==> src/rtl/kgp_risc_trace_monitor.sv <==
// Trace monitor for KGP-RISC: snoops register-file write-back into a trace FIFO
// of {timestamp, address, data}, with optional no-change filtering and an idle watchdog.
module kgp_risc_trace_monitor #(
   parameter int DATA_W     = 32,
   parameter int REG_ADDR_W = 5,
   parameter int DEPTH      = 16,
   parameter int CYCLE_W    = 16,
   parameter logic [(2**REG_ADDR_W)-1:0] WATCH_MASK = 32'h0000_007F,
   parameter int TIMEOUT    = 1024
) (
   input  logic                      clk,
   input  logic                      rst,
   input  logic                      en,
   input  logic                      clr,
   input  logic                      filter_same,
   input  logic                      wb_we,
   input  logic [REG_ADDR_W-1:0]     wb_addr,
   input  logic [DATA_W-1:0]         wb_data,
   output logic                      rd_valid,
   input  logic                      rd_ready,
   output logic [CYCLE_W-1:0]        rd_time,
   output logic [REG_ADDR_W-1:0]     rd_addr,
   output logic [DATA_W-1:0]         rd_data,
   output logic [$clog2(DEPTH):0]    count,
   output logic                      overflow,
   output logic [7:0]                drop_cnt,
   output logic                      stall
);

   localparam int NREG   = 2**REG_ADDR_W;
   localparam int PTR_W  = $clog2(DEPTH);
   localparam int CNT_W  = PTR_W + 1;
   localparam int IDLE_W = $clog2(TIMEOUT + 1);
   localparam int ENT_W  = CYCLE_W + REG_ADDR_W + DATA_W;

   localparam logic [CNT_W-1:0]   CNT_ZERO = CNT_W'(0);
   localparam logic [CNT_W-1:0]   CNT_ONE  = CNT_W'(1);
   localparam logic [CNT_W-1:0]   CNT_FULL = CNT_W'(DEPTH);
   localparam logic [PTR_W-1:0]   PTR_ONE  = PTR_W'(1);
   localparam logic [IDLE_W-1:0]  IDLE_MAX = IDLE_W'(TIMEOUT);
   localparam logic [IDLE_W-1:0]  IDLE_ONE = IDLE_W'(1);
   localparam logic [CYCLE_W-1:0] CYC_ONE  = CYCLE_W'(1);

   logic [DATA_W-1:0]  shadow_r [NREG];
   logic [ENT_W-1:0]   mem_r [DEPTH];
   logic [ENT_W-1:0]   head_r, head_s;
   logic [PTR_W-1:0]   wr_ptr_r, wr_ptr_s, rd_ptr_r, rd_ptr_s;
   logic [CNT_W-1:0]   cnt_r, cnt_s;
   logic [CYCLE_W-1:0] cyc_r, cyc_s;
   logic [IDLE_W-1:0]  idle_r, idle_s;
   logic [7:0]         drop_cnt_r, drop_cnt_s;
   logic               overflow_r, overflow_s;
   logic               stall_r, stall_s;
   logic               rd_valid_r, rd_valid_s;
   logic               cand_s, pop_s, push_s, drop_s, full_s;
   logic [ENT_W-1:0]   entry_s;

   // Candidate qualification against the pre-edge shadow value, plus FIFO handshake decode
   always_comb begin
      cand_s  = wb_we && en && WATCH_MASK[wb_addr] &&
                !(filter_same && (wb_data == shadow_r[wb_addr]));
      full_s  = (cnt_r == CNT_FULL);
      pop_s   = rd_valid_r && rd_ready;
      push_s  = cand_s && (!full_s || pop_s);
      drop_s  = cand_s && full_s && !pop_s;
      entry_s = {cyc_r, wb_addr, wb_data};
   end

   // Next-state for pointers, occupancy, counters and flags; clr overrides all activity
   always_comb begin
      wr_ptr_s   = wr_ptr_r;
      rd_ptr_s   = rd_ptr_r;
      cnt_s      = cnt_r;
      cyc_s      = cyc_r + CYC_ONE;
      overflow_s = overflow_r;
      drop_cnt_s = drop_cnt_r;
      idle_s     = idle_r;
      if (clr) begin
         wr_ptr_s   = {PTR_W{1'b0}};
         rd_ptr_s   = {PTR_W{1'b0}};
         cnt_s      = CNT_ZERO;
         cyc_s      = {CYCLE_W{1'b0}};
         overflow_s = 1'b0;
         drop_cnt_s = 8'd0;
         idle_s     = {IDLE_W{1'b0}};
      end else begin
         if (push_s) begin
            wr_ptr_s = wr_ptr_r + PTR_ONE;
         end else begin
            wr_ptr_s = wr_ptr_r;
         end
         if (pop_s) begin
            rd_ptr_s = rd_ptr_r + PTR_ONE;
         end else begin
            rd_ptr_s = rd_ptr_r;
         end
         case ({push_s, pop_s})
            2'b10:   cnt_s = cnt_r + CNT_ONE;
            2'b01:   cnt_s = cnt_r - CNT_ONE;
            default: cnt_s = cnt_r;
         endcase
         overflow_s = overflow_r || drop_s;
         if (drop_s && (drop_cnt_r != 8'hFF)) begin
            drop_cnt_s = drop_cnt_r + 8'd1;
         end else begin
            drop_cnt_s = drop_cnt_r;
         end
         if (!en || cand_s) begin
            idle_s = {IDLE_W{1'b0}};
         end else if (idle_r != IDLE_MAX) begin
            idle_s = idle_r + IDLE_ONE;
         end else begin
            idle_s = idle_r;
         end
      end
      stall_s    = (idle_s == IDLE_MAX);
      rd_valid_s = (cnt_s != CNT_ZERO);
   end

   // Head register lookahead: a push into an otherwise-empty slot becomes head directly
   always_comb begin
      if (cnt_s == CNT_ZERO) begin
         head_s = {ENT_W{1'b0}};
      end else if (push_s && (cnt_s == CNT_ONE)) begin
         head_s = entry_s;
      end else begin
         head_s = mem_r[rd_ptr_s];
      end
   end

   // Shadow register file tracks every write-back; untouched by clr
   always_ff @(posedge clk or negedge rst) begin
      if (!rst) begin
         for (int i = 0; i < NREG; i++) begin
            shadow_r[i] <= {DATA_W{1'b0}};
         end
      end else if (wb_we) begin
         shadow_r[wb_addr] <= wb_data;
      end
   end

   // Trace storage; validity is tracked by the pointers, so no reset is needed
   always_ff @(posedge clk) begin
      if (push_s && !clr) begin
         mem_r[wr_ptr_r] <= entry_s;
      end
   end

   // Control and output state registers
   always_ff @(posedge clk or negedge rst) begin
      if (!rst) begin
         wr_ptr_r   <= {PTR_W{1'b0}};
         rd_ptr_r   <= {PTR_W{1'b0}};
         cnt_r      <= CNT_ZERO;
         cyc_r      <= {CYCLE_W{1'b0}};
         idle_r     <= {IDLE_W{1'b0}};
         overflow_r <= 1'b0;
         drop_cnt_r <= 8'd0;
         stall_r    <= 1'b0;
         rd_valid_r <= 1'b0;
         head_r     <= {ENT_W{1'b0}};
      end else begin
         wr_ptr_r   <= wr_ptr_s;
         rd_ptr_r   <= rd_ptr_s;
         cnt_r      <= cnt_s;
         cyc_r      <= cyc_s;
         idle_r     <= idle_s;
         overflow_r <= overflow_s;
         drop_cnt_r <= drop_cnt_s;
         stall_r    <= stall_s;
         rd_valid_r <= rd_valid_s;
         head_r     <= head_s;
      end
   end

   assign rd_valid = rd_valid_r;
   assign rd_time  = head_r[ENT_W-1 -: CYCLE_W];
   assign rd_addr  = head_r[DATA_W +: REG_ADDR_W];
   assign rd_data  = head_r[DATA_W-1:0];
   assign count    = cnt_r;
   assign overflow = overflow_r;
   assign drop_cnt = drop_cnt_r;
   assign stall    = stall_r;

endmodule

==> config.mk <==
export PLATFORM = sky130hd
export DESIGN_NAME = kgp_risc_trace_monitor
export DESIGN_NICKNAME = d
export VERILOG_FILES = /design/src/rtl/kgp_risc_trace_monitor.sv
export SDC_FILE = /design/constraint.sdc
export NUM_CORES = 2
export LEC_CHECK = 0
export ABC_AREA = 1
export CELL_PAD_IN_SITES_DETAIL_PLACEMENT = 0
export CELL_PAD_IN_SITES_GLOBAL_PLACEMENT = 2
export CORE_MARGIN = 5
export CORE_UTILIZATION = 40
export DETAILED_ROUTE_END_ITERATION = 12
export GPL_TIMING_DRIVEN = 0
export PLACE_DENSITY = 0.87
export SYNTH_ARGS = -nofsm -noshare
export SYNTH_HDL_FRONTEND = slang
export SYNTH_SLANG_ARGS = --single-unit
==> constraint.sdc <==
create_clock -name clk -period 6.33 [get_ports clk]
set_clock_uncertainty 0.05 [all_clocks]
set_input_delay 1.899 -clock clk [delete_from_list [all_inputs] [get_ports clk]]
set_output_delay 1.899 -clock clk [all_outputs]
set_load 0.01 [all_outputs]
==> reports/results.ini <==
[grt]
grt_pass1_vias = 68541
grt_pass1_wl_um = 542000
grt_usage_pct = 35.3
globalRouteMet2Util_pct = 55.2
grt_use_met1_pct = 45.1
grt_max_degree = 169
gr-max-usage-layer = met2
grtUsageMet3_pct = 7.89
antenna_found_initial = 34
overflow = 0

[clock_network]
clk_pin_slew_ps = 60
clk-insertion-delay-late_ps = 920
cts_sinks = 1976
tritoncts = yes
htree_levels = 4
cts_max_path_buffers = 3
cts_hold_buf = 0
cts_buffers = 212
ctsRootBufferMaster = clkbuf_16

[critical_path]
cp.arrival_ps = 6990
end_kind = register
cp.required_ps = 7070
worstSetupPathType = in2reg
path_max_fanout = 20
worstSetupStartpointType = input pin

[pwr]
leakage_nw = 42.5
p_total_mw = 35.8
powerDensity_mw_per_mm2 = 359
power_frac_clock_pct = 36.7
power_frac_seq_pct = 43.6
combPwrFrac_pct = 19.7
p_sw_mw = 11.2
p_int_mw = 24.5
peakVddDrop_uv = 316
p_sw_share_pct = 31.4

[sta]
tightestPinTransition_ps = 1560
max_freq_ghz = 0.160
final.setup.tns_ps = 0
hold_viol_final = 0
rsz0062_at_grt = true
slew_headroom_pct = -4.11
min_period_over_period_pct = 98.7
drv_slew = 42
worst_hold_slack_ps = 432
setup_viol = 0
worst_slack_ps = 80.1
finalCriticalPeriod_ps = 6250

[logic_synthesis]
synth-main-ff-cell = dfrtp_1
synth_cell_type_count = 37
netlist_top_cells_count = nand2_1, dfrtp_1, o21ai_0
synthCells = 8959
avgSynthCellArea_um2 = 9.39
synthesis.area_mm2 = 0.0842
synthTopCellsByArea = dfrtp_1, edfxtp_1, nand2_1
yosysMostFrequentCell = nand2_1
synth_enable_flop_cells = 848
synth-seq-cells = 1976
synth_top_area_share_pct = 33.5
ys_warn_count = 0
syn_nets = 9016
synth_seq_area_share_pct = 63.8
async_flop_share_pct = 57.1
yosysTopAreaCell = dfrtp_1

[placed_design]
dp_cells = 11937
dp_hpwl_um = 276000
port_buffers = 112
placed_area_mm2 = 0.0900
gp_congestion = 0.981
post-place-ws_ps = -4430

[detailed_routing]
via_per_inst = 5.89
drc = 0
route.antenna.remaining_nets = 0
wl_um = 396000
num_vias = 73041
drt_iter0_drc = 10184
drt_pass1_iterations = 7
wl_per_cell_um = 31.9

[status]
failed_checks = capacitance limit, slew limit
status = complete, but fails checks

[die]
pin_count = 113
core-area_mm2 = 0.210
start_util_pct = 40.2
die_h_um = 469
num_rows = 168
dieArea_mm2 = 0.220
fp.dieW_um = 469

[layout]
layout-drive-gt1-share_pct = 8.32
utilization_pct = 47.6
nets = 9436
stdcell_count = 12394
areaGrowthSynthToFinish_pct = 18.5
design_area_mm2 = 0.0997

[min_path]
hp-class = reg2reg

[run]
cap_viol_max_count = 2

==> flip-flops by register name, indices dropped and copies added, names as in the netlist, 5 cells and up <==
signal,flops
shadow_r,1024
mem_r,848
head_r,53
cyc_r,16
idle_r,11
drop_cnt,8
count,5
==> area by class of cell <==
cell class                      instances  area, um2
Sequential cell                      1976      53700
Inverter                              161        626
Clock inverter                        117       1350
Tap cell                             2805       3510
Buffer                                658       3990
Fill cell                           20033     110000
Timing Repair Buffer                  208       2630
Clock buffer                          286       5970
Antenna cell                           21       52.6
Multi-Input combinational cell       6162      27900
==> final timing paths <==
path	from	end	slack (ps)	depth (start not counted)
setup reg to reg	rd_valid	head_r[2]	1200	14
min in group asynchronous	rst	shadow_r[506]	870	1
setup / recovery	wb_data[24]	head_r[1]	80	24
max in group asynchronous	rst	shadow_r[177]	2560	5
hold reg to reg	shadow_r[850]	shadow_r[850]	430	2
hold / removal	shadow_r[850]	shadow_r[850]	430	2
==> cells by family (layout without fill, tap and decap cells) <==
group           count (synthesis)  after routing  synth area share [%]
compound gates               1964           1964                  12.7
xor+xnor                        5              5                0.0520
fa+ha+maj                      13             13                 0.202
buf+inv                       821           1430                  3.88
flops                        1976           1976                  63.8
other cells                     0             21                     0
simple gates                 4180           4180                  19.3
==> critical path, cell delays in order <==
cell and delay (ps):
clkdlybuf4s15_1 1210, inv_1 560, nand2_1 200, nand2_1 90, nor2_1 140, nand2_1 90
nor2_2 170, nand3_4 150, nand2_4 120, nand2_2 120, inv_2 110, ha_1 270
nand2_1 90, nor2_1 50, a211oi_2 200, nand2_1 110, a21oi_1 270, nor2_4 60
nor2_4 110, buf_12 150, clkbuf_16 180, buf_4 240, a21oi_4 130, nor2_4 230
==> metal layers <==
layer,share of wire (%),up-vias
met5,0.024,-
met4,7.5,14
met3,10,1032
met2,45,4377
met1,37,36601
li1,-,31017
==> repair_timing <==
| action | CTS | global route |
|---|---|---|
| pin swaps | 21 | 11 |
| resized for setup | 403 | 299 |
| gates cloned | 0 | 1 |
| setup buffers | 22 | 11 |
| endpoints found under the setup margin | 1133 | 61 |
==> placed cells by master, fill, tap and decap left out, types with 58 or more instances in the layout <==
cell / Yosys / routed
a21oi_1: 610 / 600
a221oi_1: 194 / 194
buf_12: 0 / 64
buf_4: 12 / 66
buf_6: 0 / 68
clkbuf_1: 503 / 489
clkbuf_16: 0 / 214
clkdlybuf4s50_1: 0 / 88
dfrtp_1: 1128 / 1128
edfxtp_1: 848 / 848
inv_1: 150 / 148
nand2_1: 3594 / 3560
nand3_1: 180 / 175
nand4_1: 58 / 58
nor2_1: 285 / 224
o21ai_0: 1096 / 1093
==> power by group through the flow <==
stage	Combinational, mW	Clock (mW)	Sequential, mW
2_1_floorplan	3.42	0	15.7
3_3_place_gp	6.31	0	15.9
3_5_place_dp	6.44	0	15.8
4_1_cts	6.71	13.2	15.6
5_1_grt	7.55	13.7	15.7
6_report	7.05	13.1	15.6
Power figures use the tool's default switching activity.
